`src/rtl/kgp_fetch_pkg.sv`:
```
// Shared types and constants for the KGP-RISC fetch sequencer.
// The state enum, the end-of-program marker and the address type live here.
package kgp_fetch_pkg;

   typedef logic [31:0] addr_t;

   typedef enum logic [1:0] {
      ST_IDLE  = 2'd0,
      ST_RUN   = 2'd1,
      ST_HALT  = 2'd2,
      ST_FAULT = 2'd3
   } fetch_state_e;

   localparam logic [31:0] HALT_WORD_C = 32'hFFFF_FFFF;

   // A target is unusable if it is not word aligned or lies past the last memory word.
   function automatic logic addr_bad(input addr_t addr, input addr_t limit);
      return (addr[1:0] != 2'b00) || (addr >= limit);
   endfunction

endpackage

```
`src/rtl/fetch_sequencer.sv`:
```
// Fetch-stage sequencer: owns the PC, hands words to decode over valid/ready,
// applies branch redirects and turns the halt word or a bad PC into a sticky stop.
module fetch_sequencer
   import kgp_fetch_pkg::*;
#(
   parameter addr_t       RESET_PC  = 32'h0000_0000,
   parameter int unsigned MEM_WORDS = 256,
   parameter logic [31:0] HALT_WORD = HALT_WORD_C
) (
   input  logic        clk,
   input  logic        rst_n,
   input  logic        start,
   output logic [31:0] imem_addr,
   input  logic [31:0] imem_data,
   output logic [31:0] instr,
   output logic [31:0] instr_pc,
   output logic        instr_valid,
   input  logic        instr_ready,
   input  logic        redirect_valid,
   input  logic [31:0] redirect_pc,
   output logic        halted,
   output logic        fault,
   output logic [31:0] instr_count
);

   localparam addr_t PC_LIMIT = addr_t'(MEM_WORDS * 32'd4);

   fetch_state_e state_q, state_d;
   addr_t        pc_q, pc_d;
   logic [31:0]  instr_q, instr_d;
   addr_t        instr_pc_q, instr_pc_d;
   logic         instr_valid_q, instr_valid_d;
   logic         halted_q, halted_d;
   logic         fault_q, fault_d;
   logic [31:0]  count_q, count_d;

   logic         handshake_s;
   logic         load_s;
   addr_t        pc_plus4_s;

   assign handshake_s = instr_valid_q && instr_ready;
   assign load_s      = !instr_valid_q || instr_ready;
   assign pc_plus4_s  = pc_q + 32'd4;

   // Next-state and next-output computation for the fetch FSM.
   always_comb begin
      state_d       = state_q;
      pc_d          = pc_q;
      instr_d       = instr_q;
      instr_pc_d    = instr_pc_q;
      instr_valid_d = instr_valid_q;
      halted_d      = halted_q;
      fault_d       = fault_q;

      if (handshake_s && (count_q != 32'hFFFF_FFFF)) begin
         count_d = count_q + 32'd1;
      end else begin
         count_d = count_q;
      end

      case (state_q)
         ST_IDLE: begin
            pc_d          = RESET_PC;
            instr_valid_d = 1'b0;
            if (start) begin
               state_d = ST_RUN;
            end else begin
               state_d = ST_IDLE;
            end
         end
         ST_RUN: begin
            if (redirect_valid) begin
               // The presented word is flushed whether or not decode took it.
               instr_valid_d = 1'b0;
               if (addr_bad(redirect_pc, PC_LIMIT)) begin
                  state_d = ST_FAULT;
                  fault_d = 1'b1;
               end else begin
                  pc_d = redirect_pc;
               end
            end else if (load_s) begin
               if (imem_data == HALT_WORD) begin
                  state_d       = ST_HALT;
                  halted_d      = 1'b1;
                  instr_valid_d = 1'b0;
               end else begin
                  instr_d       = imem_data;
                  instr_pc_d    = pc_q;
                  instr_valid_d = 1'b1;
                  // Running off the end keeps the last word presented until accepted.
                  if (pc_plus4_s >= PC_LIMIT) begin
                     state_d = ST_FAULT;
                     fault_d = 1'b1;
                  end else begin
                     pc_d = pc_plus4_s;
                  end
               end
            end else begin
               state_d = ST_RUN;
            end
         end
         ST_HALT, ST_FAULT: begin
            if (handshake_s) begin
               instr_valid_d = 1'b0;
            end else begin
               instr_valid_d = instr_valid_q;
            end
         end
         default: begin
            state_d       = ST_FAULT;
            fault_d       = 1'b1;
            instr_valid_d = 1'b0;
         end
      endcase
   end

   // State and output registers with synchronous active-low reset.
   always_ff @(posedge clk) begin
      if (!rst_n) begin
         state_q       <= ST_IDLE;
         pc_q          <= RESET_PC;
         instr_q       <= 32'h0000_0000;
         instr_pc_q    <= 32'h0000_0000;
         instr_valid_q <= 1'b0;
         halted_q      <= 1'b0;
         fault_q       <= 1'b0;
         count_q       <= 32'h0000_0000;
      end else begin
         state_q       <= state_d;
         pc_q          <= pc_d;
         instr_q       <= instr_d;
         instr_pc_q    <= instr_pc_d;
         instr_valid_q <= instr_valid_d;
         halted_q      <= halted_d;
         fault_q       <= fault_d;
         count_q       <= count_d;
      end
   end

   assign imem_addr   = pc_q;
   assign instr       = instr_q;
   assign instr_pc    = instr_pc_q;
   assign instr_valid = instr_valid_q;
   assign halted      = halted_q;
   assign fault       = fault_q;
   assign instr_count = count_q;

endmodule

```
`config.mk`:
```
export PLATFORM = sky130hd
export DESIGN_NAME = fetch_sequencer
export DESIGN_NICKNAME = d
export VERILOG_FILES = /design/src/rtl/kgp_fetch_pkg.sv /design/src/rtl/fetch_sequencer.sv
export SDC_FILE = /design/constraint.sdc
export NUM_CORES = 1
export LEC_CHECK = 0
export CAP_MARGIN = 20
export CORE_ASPECT_RATIO = 2
export CORE_MARGIN = 1.5
export CORE_UTILIZATION = 49
export DETAILED_ROUTE_END_ITERATION = 8
export PLACE_DENSITY = 0.93
export RECOVER_POWER = 50
export SETUP_SLACK_MARGIN = 0.2
export SLEW_MARGIN = 40
export SYNTH_ARGS = -nofsm -noshare
export SYNTH_HDL_FRONTEND = slang
export SYNTH_SLANG_ARGS = --single-unit
```
`constraint.sdc`:
```
create_clock -name clk -period 5.3 [get_ports clk]
set_input_delay 1.06 -clock clk [delete_from_list [all_inputs] [get_ports clk]]
set_output_delay 1.06 -clock clk [all_outputs]
set_load 0.05 [all_outputs]
```
# Word level (Yosys, flattened, before mapping)
# Index checks and enable logic that the tools add are counted.
# totals
output_inout_bits	131
register_bits	133
word_cells	68
inputBits	69
# op_classes
addsub	2
eq_ne	14
n_bitwise	2
reduce_logical	17
order_cmp	2
muxes	23
# ops
cell	count
2-to-1 mux 32 bit	5
>= comparator 32 x 11 -> 1 bit (second input constant)	2
case mux 32 bit (2 select lines)	1
adder 32 x 1 -> 32 bit (second input constant)	1
adder 32 x 3 -> 32 bit (second input constant)	1
== test 32 bit (second input constant)	1
inequality test 32 bit (second input constant)	1
inequality test 3 bit (second input constant)	5
2-to-1 mux 1 bit	10
2-to-1 mux 2 bit	5
AND reduction 5 bit	2
AND reduction 4 bit	2
nonzero test 2 bit	4
inequality test 5 bit (second input constant)	1
== test 2 bit (second input constant)	2
inequality test 2 bit (second input constant)	2
case mux 2 bit (2 select lines)	1
case mux 1 bit (3 select lines)	1
AND reduction 3 bit	1
== test 2 x 1 -> 1 bit (second input constant)	1
logical AND 1 bit	2
logical NOT 2 bit	1
logical OR 1 bit	2
inequality test 2 x 1 -> 1 bit (second input constant)	1
other kinds (4)	5

# Depth between registers and ports, before layout
# depth
word_depth	7
depth_mapped	10
mapped_depth_nobuf	9

# Least setup slack after synthesis
# No wires, ideal clock.
# synth_path
kind	flip-flop to flip-flop
start	register pc_q[2], in the netlist imem_addr[2]
end	register pc_q[4], in the netlist imem_addr[4]
setup_ns	0.122
setup_slack_ns	2.517
arrival_ns	2.660
t_required_ns	5.178
path_buffers	1
period_less_slack_ns	2.783
path_stages_with_launch	11
path_cell_list	dfxtp_1 > ha_1 > nand4_1 > nor2_1 > nand4b_1 > a221oi_1 > nand4_1 > o31a_1 > buf_6 > o211ai_1 > o21ai_1
# synth_between
elab_chain_len	6
elab_cells_between_ends	9
cone_classes	add/sub (1); order compare (1); eq/ne (1); mux (5); reduce/logical (1)
# synth_lines
item	line_no	text
from (decl)	fetch_sequencer.sv:29	addr_t pc_q, pc_d;
from (signal assigned)	fetch_sequencer.sv:130	pc_q <= pc_d;
adder 32 x 3 -> 32 bit *	fetch_sequencer.sv:43	assign pc_plus4_s = pc_q + 32'd4;
branches (longest 5 deep; another with >= comparator 32 x 11 -> 1 bit)	--	
# Mark *: on every way between the ends. The select of a mux whose other input is x is not followed.
# A chain may end at the register's enable or synchronous reset.

# Final worst setup path
# layout_path
start	input imem_data[25]
end	register pc_q[4], in the netlist imem_addr[4]
# layout_between
elab_chain_len	3
# layout_lines
item	line_no	text
from (decl)	fetch_sequencer.sv:14	input logic [31:0] imem_data,
== test 32 bit	fetch_sequencer.sv:82	if (imem_data == HALT_WORD) begin
inequality test 3 bit (no line)	--	
AND reduction 5 bit (no line)	--	
# No other way between the ends.

==> out/results.txt <==
Syn Inst Count - 680
final hold viol count - 0
cts bufs inserted - 17
fmax - 0.284 GHz
Synth warnings - 0
Root Buffer - clkbuf_16
top-area cell type share of the netlist area - 45.8%
Cell Area, Synth - 5820 um^2
core area - 11600 um^2
Worst VDD drop - 0.239 mV
number of port buffers - 199
Syn Nets - 751
largest net degree at the start of global routing - 60
io pins - 200
Distinct cells, synth - 57
Non-Filler Instances - 1022
share of layout cells above drive strength 1 - 4.90%
Post-synth top flop - dfxtp_1
setup TNS - 0 ns
minimum clock period - 3.52 ns
ANT cells - 0
ys async rst share - 0%
Final #Nets - 937
std cell rows - 56
critical path peak fanout - 12
Fill cells - 881
drt drc - 0
# H-tree levels - 4
register area share after synthesis - 45.8%
Max clock buf depth - 2
top post-synthesis cells by area - dfxtp_1, nand2_1, a21boi_0, and2_1, xnor2_1
Post-DP Area - 7870 um^2
synth cell count leaders - nand2_1, dfxtp_1, a21boi_0
Synth Area in Compound Gates - 14.9%
Hold-fix buffers, CTS - 0
number of synthesized flops with an enable pin - 0
DR pass1 iterations - 4
placed instance count - 992
Adder-Cell Fraction of Synth Area - 0.430%
Skew-Pair Late Insertion Delay - 0.41 ns
final setup fails - 0
Tightest Hold Check Type - reg -> reg
setup bufs post-CTS - 0
GP Congestion - 0.902
outcome - finished clean
Final period util - 66.5%
total wire length - 16.4 mm
CTS resizes - 0
pwr/cell area - 288 nW/um^2
Register Area - 2660 um^2
die width - 80.1 um
Post-Synth XOR/XNOR Area - 5.72%
Vias - 5550
CTS sink count - 133
mean post-synth cell area - 8.56 um^2
Max Slew Vio Count - 0
first-pass GRT wire length - 25.5 mm
multiplexer area fraction after synthesis - 0.538%
total track usage - 26.2%
Die Ht - 157 um
simple-gate portion of the synthesized area - 29.4%
Max-Cap Viols - 0
Worst Tran Pin Value - 0.879 ns
initial antenna violation count - 0
Clock Skew - 0.00710 ns
Arrival @ worst endpoint - 3.81 ns
die area - 12600 um^2
Worst Path Required - 5.59 ns
Initial Util - 50.0%
DP HPWL - 12.0 mm
CTS tree - yes
Clock transition at path regs - 0.05 ns
remaining global-route overflow - 0
wire length per cell - 16.0 um
Final ANT Viol Nets - 0
RSZ-0062 raised after global routing - false
Worst slew margin - 40.7%
vias in the first global route - 5377
Yosys reg bits - 133
drt initial violations - 263
multi-input logic area - 2940 um^2
via/cell ratio - 5.43
Setup CP Type - in -> reg
Layout area overhead - 45.1%
CP Launch Type - primary input
final design area excluding fillers - 8440 um^2
crit end category - register
Leakage - 3.32 nW
top-count cell post-synth - nand2_1
Synth area leader - dfxtp_1
main combinational cell family by area after synthesis - simple AND/OR/NAND/NOR gates
state kept, by name, summed over array words and instances (netlist names):
name,flops
imem_addr,32
fault,1
instr_count,32
instr,32
instr_valid,1
halted,1
instr_pc,32
state_q,2
worst max-delay path, stage by stage:
cell,delay [ns]
dlygate4sd3_1,0.56
nand4_1,0.10
nor4_1,0.49
a21oi_1,0.28
o21ai_0,0.37
o21bai_1,0.23
o31a_1,0.43
nand2b_4,0.23
o21ai_1,0.07
cells in the final DEF, fill, tap and decap left out, types with 3 or more instances in the layout:
cell type          n
nand2_1          157
dfxtp_1          133
dlygate4sd3_1    109
clkdlybuf4s50_1   89
a21boi_0          68
and2_1            37
xnor2_1           28
nand3_1           26
nand4_1           25
nor2_1            19
clkbuf_16         17
and3_1            14
and2_0            14
o21ai_0           13
nor4_1            11
xor2_1            10
inv_1              8
nor3_1             8
and4_1             6
a21oi_1            6
buf_4              6
nor2b_1            5
or4_1              4
or3_1              4
a31oi_1            3
o22ai_1            3
clkbuf_8           3
bufinv_16          3
clkinv_2           3
clkinvlp_4         3
final timing paths:
check                       start              end  slack (ns)  depth (start not counted)
setup reg to reg  instr_count[20]  instr_count[27]        2.21                          8
setup / recovery    imem_data[25]     imem_addr[4]        1.78                          9
hold / removal          instr[28]        instr[28]        0.46                          2
hold reg to reg         instr[28]        instr[28]        0.46                          2
logic make-up after synthesis:
logic type,after synthesis
multiplexers,3
flip-flops,133
adder cells (fa/ha/maj),2
buffers and inverters,45
XOR/XNOR,38
AND/OR/NAND/NOR,342
AO/OA/AOI/OAI,117
metrics by stage:
stage	utilization (%)	setup WS, ns	total power, mW	hold WS (ns)
after floorplan	-	2.52	1.17	0.489
after CTS	72.8	1.82	2.45	0.465
final	72.6	1.78	2.43	0.457
after global routing	72.6	1.48	2.51	0.474
after global placement	67.6	1.57	1.27	0.449
after detailed placement	67.6	1.40	1.27	0.453
power breakdown:
| group | total [mW] | switching, mW | leakage, nW | internal [mW] |
|---|---|---|---|---|
| clock network | 1.19 | 0.419 | 0.287 | 0.769 |
| logic | 0.216 | 0.125 | 1.96 | 0.0905 |
| registers | 1.03 | 0.0116 | 1.07 | 1.02 |
layout make-up:
| type | count | area share, % |
|---|---|---|
| clock buffers | 21 | 5.57 |
| clock inverters | 9 | 1.51 |
| inverters | 8 | 0.356 |
| multi-input cells | 502 | 34.9 |
| flip-flops and latches | 133 | 31.5 |
| well taps | 145 | 2.15 |
| repair buffers | 204 | 24.0 |
routing by layer:
layer / track usage, % / up-vias / routed length, um
met5: 0 / - / 0
met4: 15.1 / 0 / 834
met3: 6.14 / 60 / 821
met2: 48.5 / 194 / 8830
met1: 25.7 / 2589 / 5890
li1: - / 2707 / -
Power figures use the tool's default switching activity.
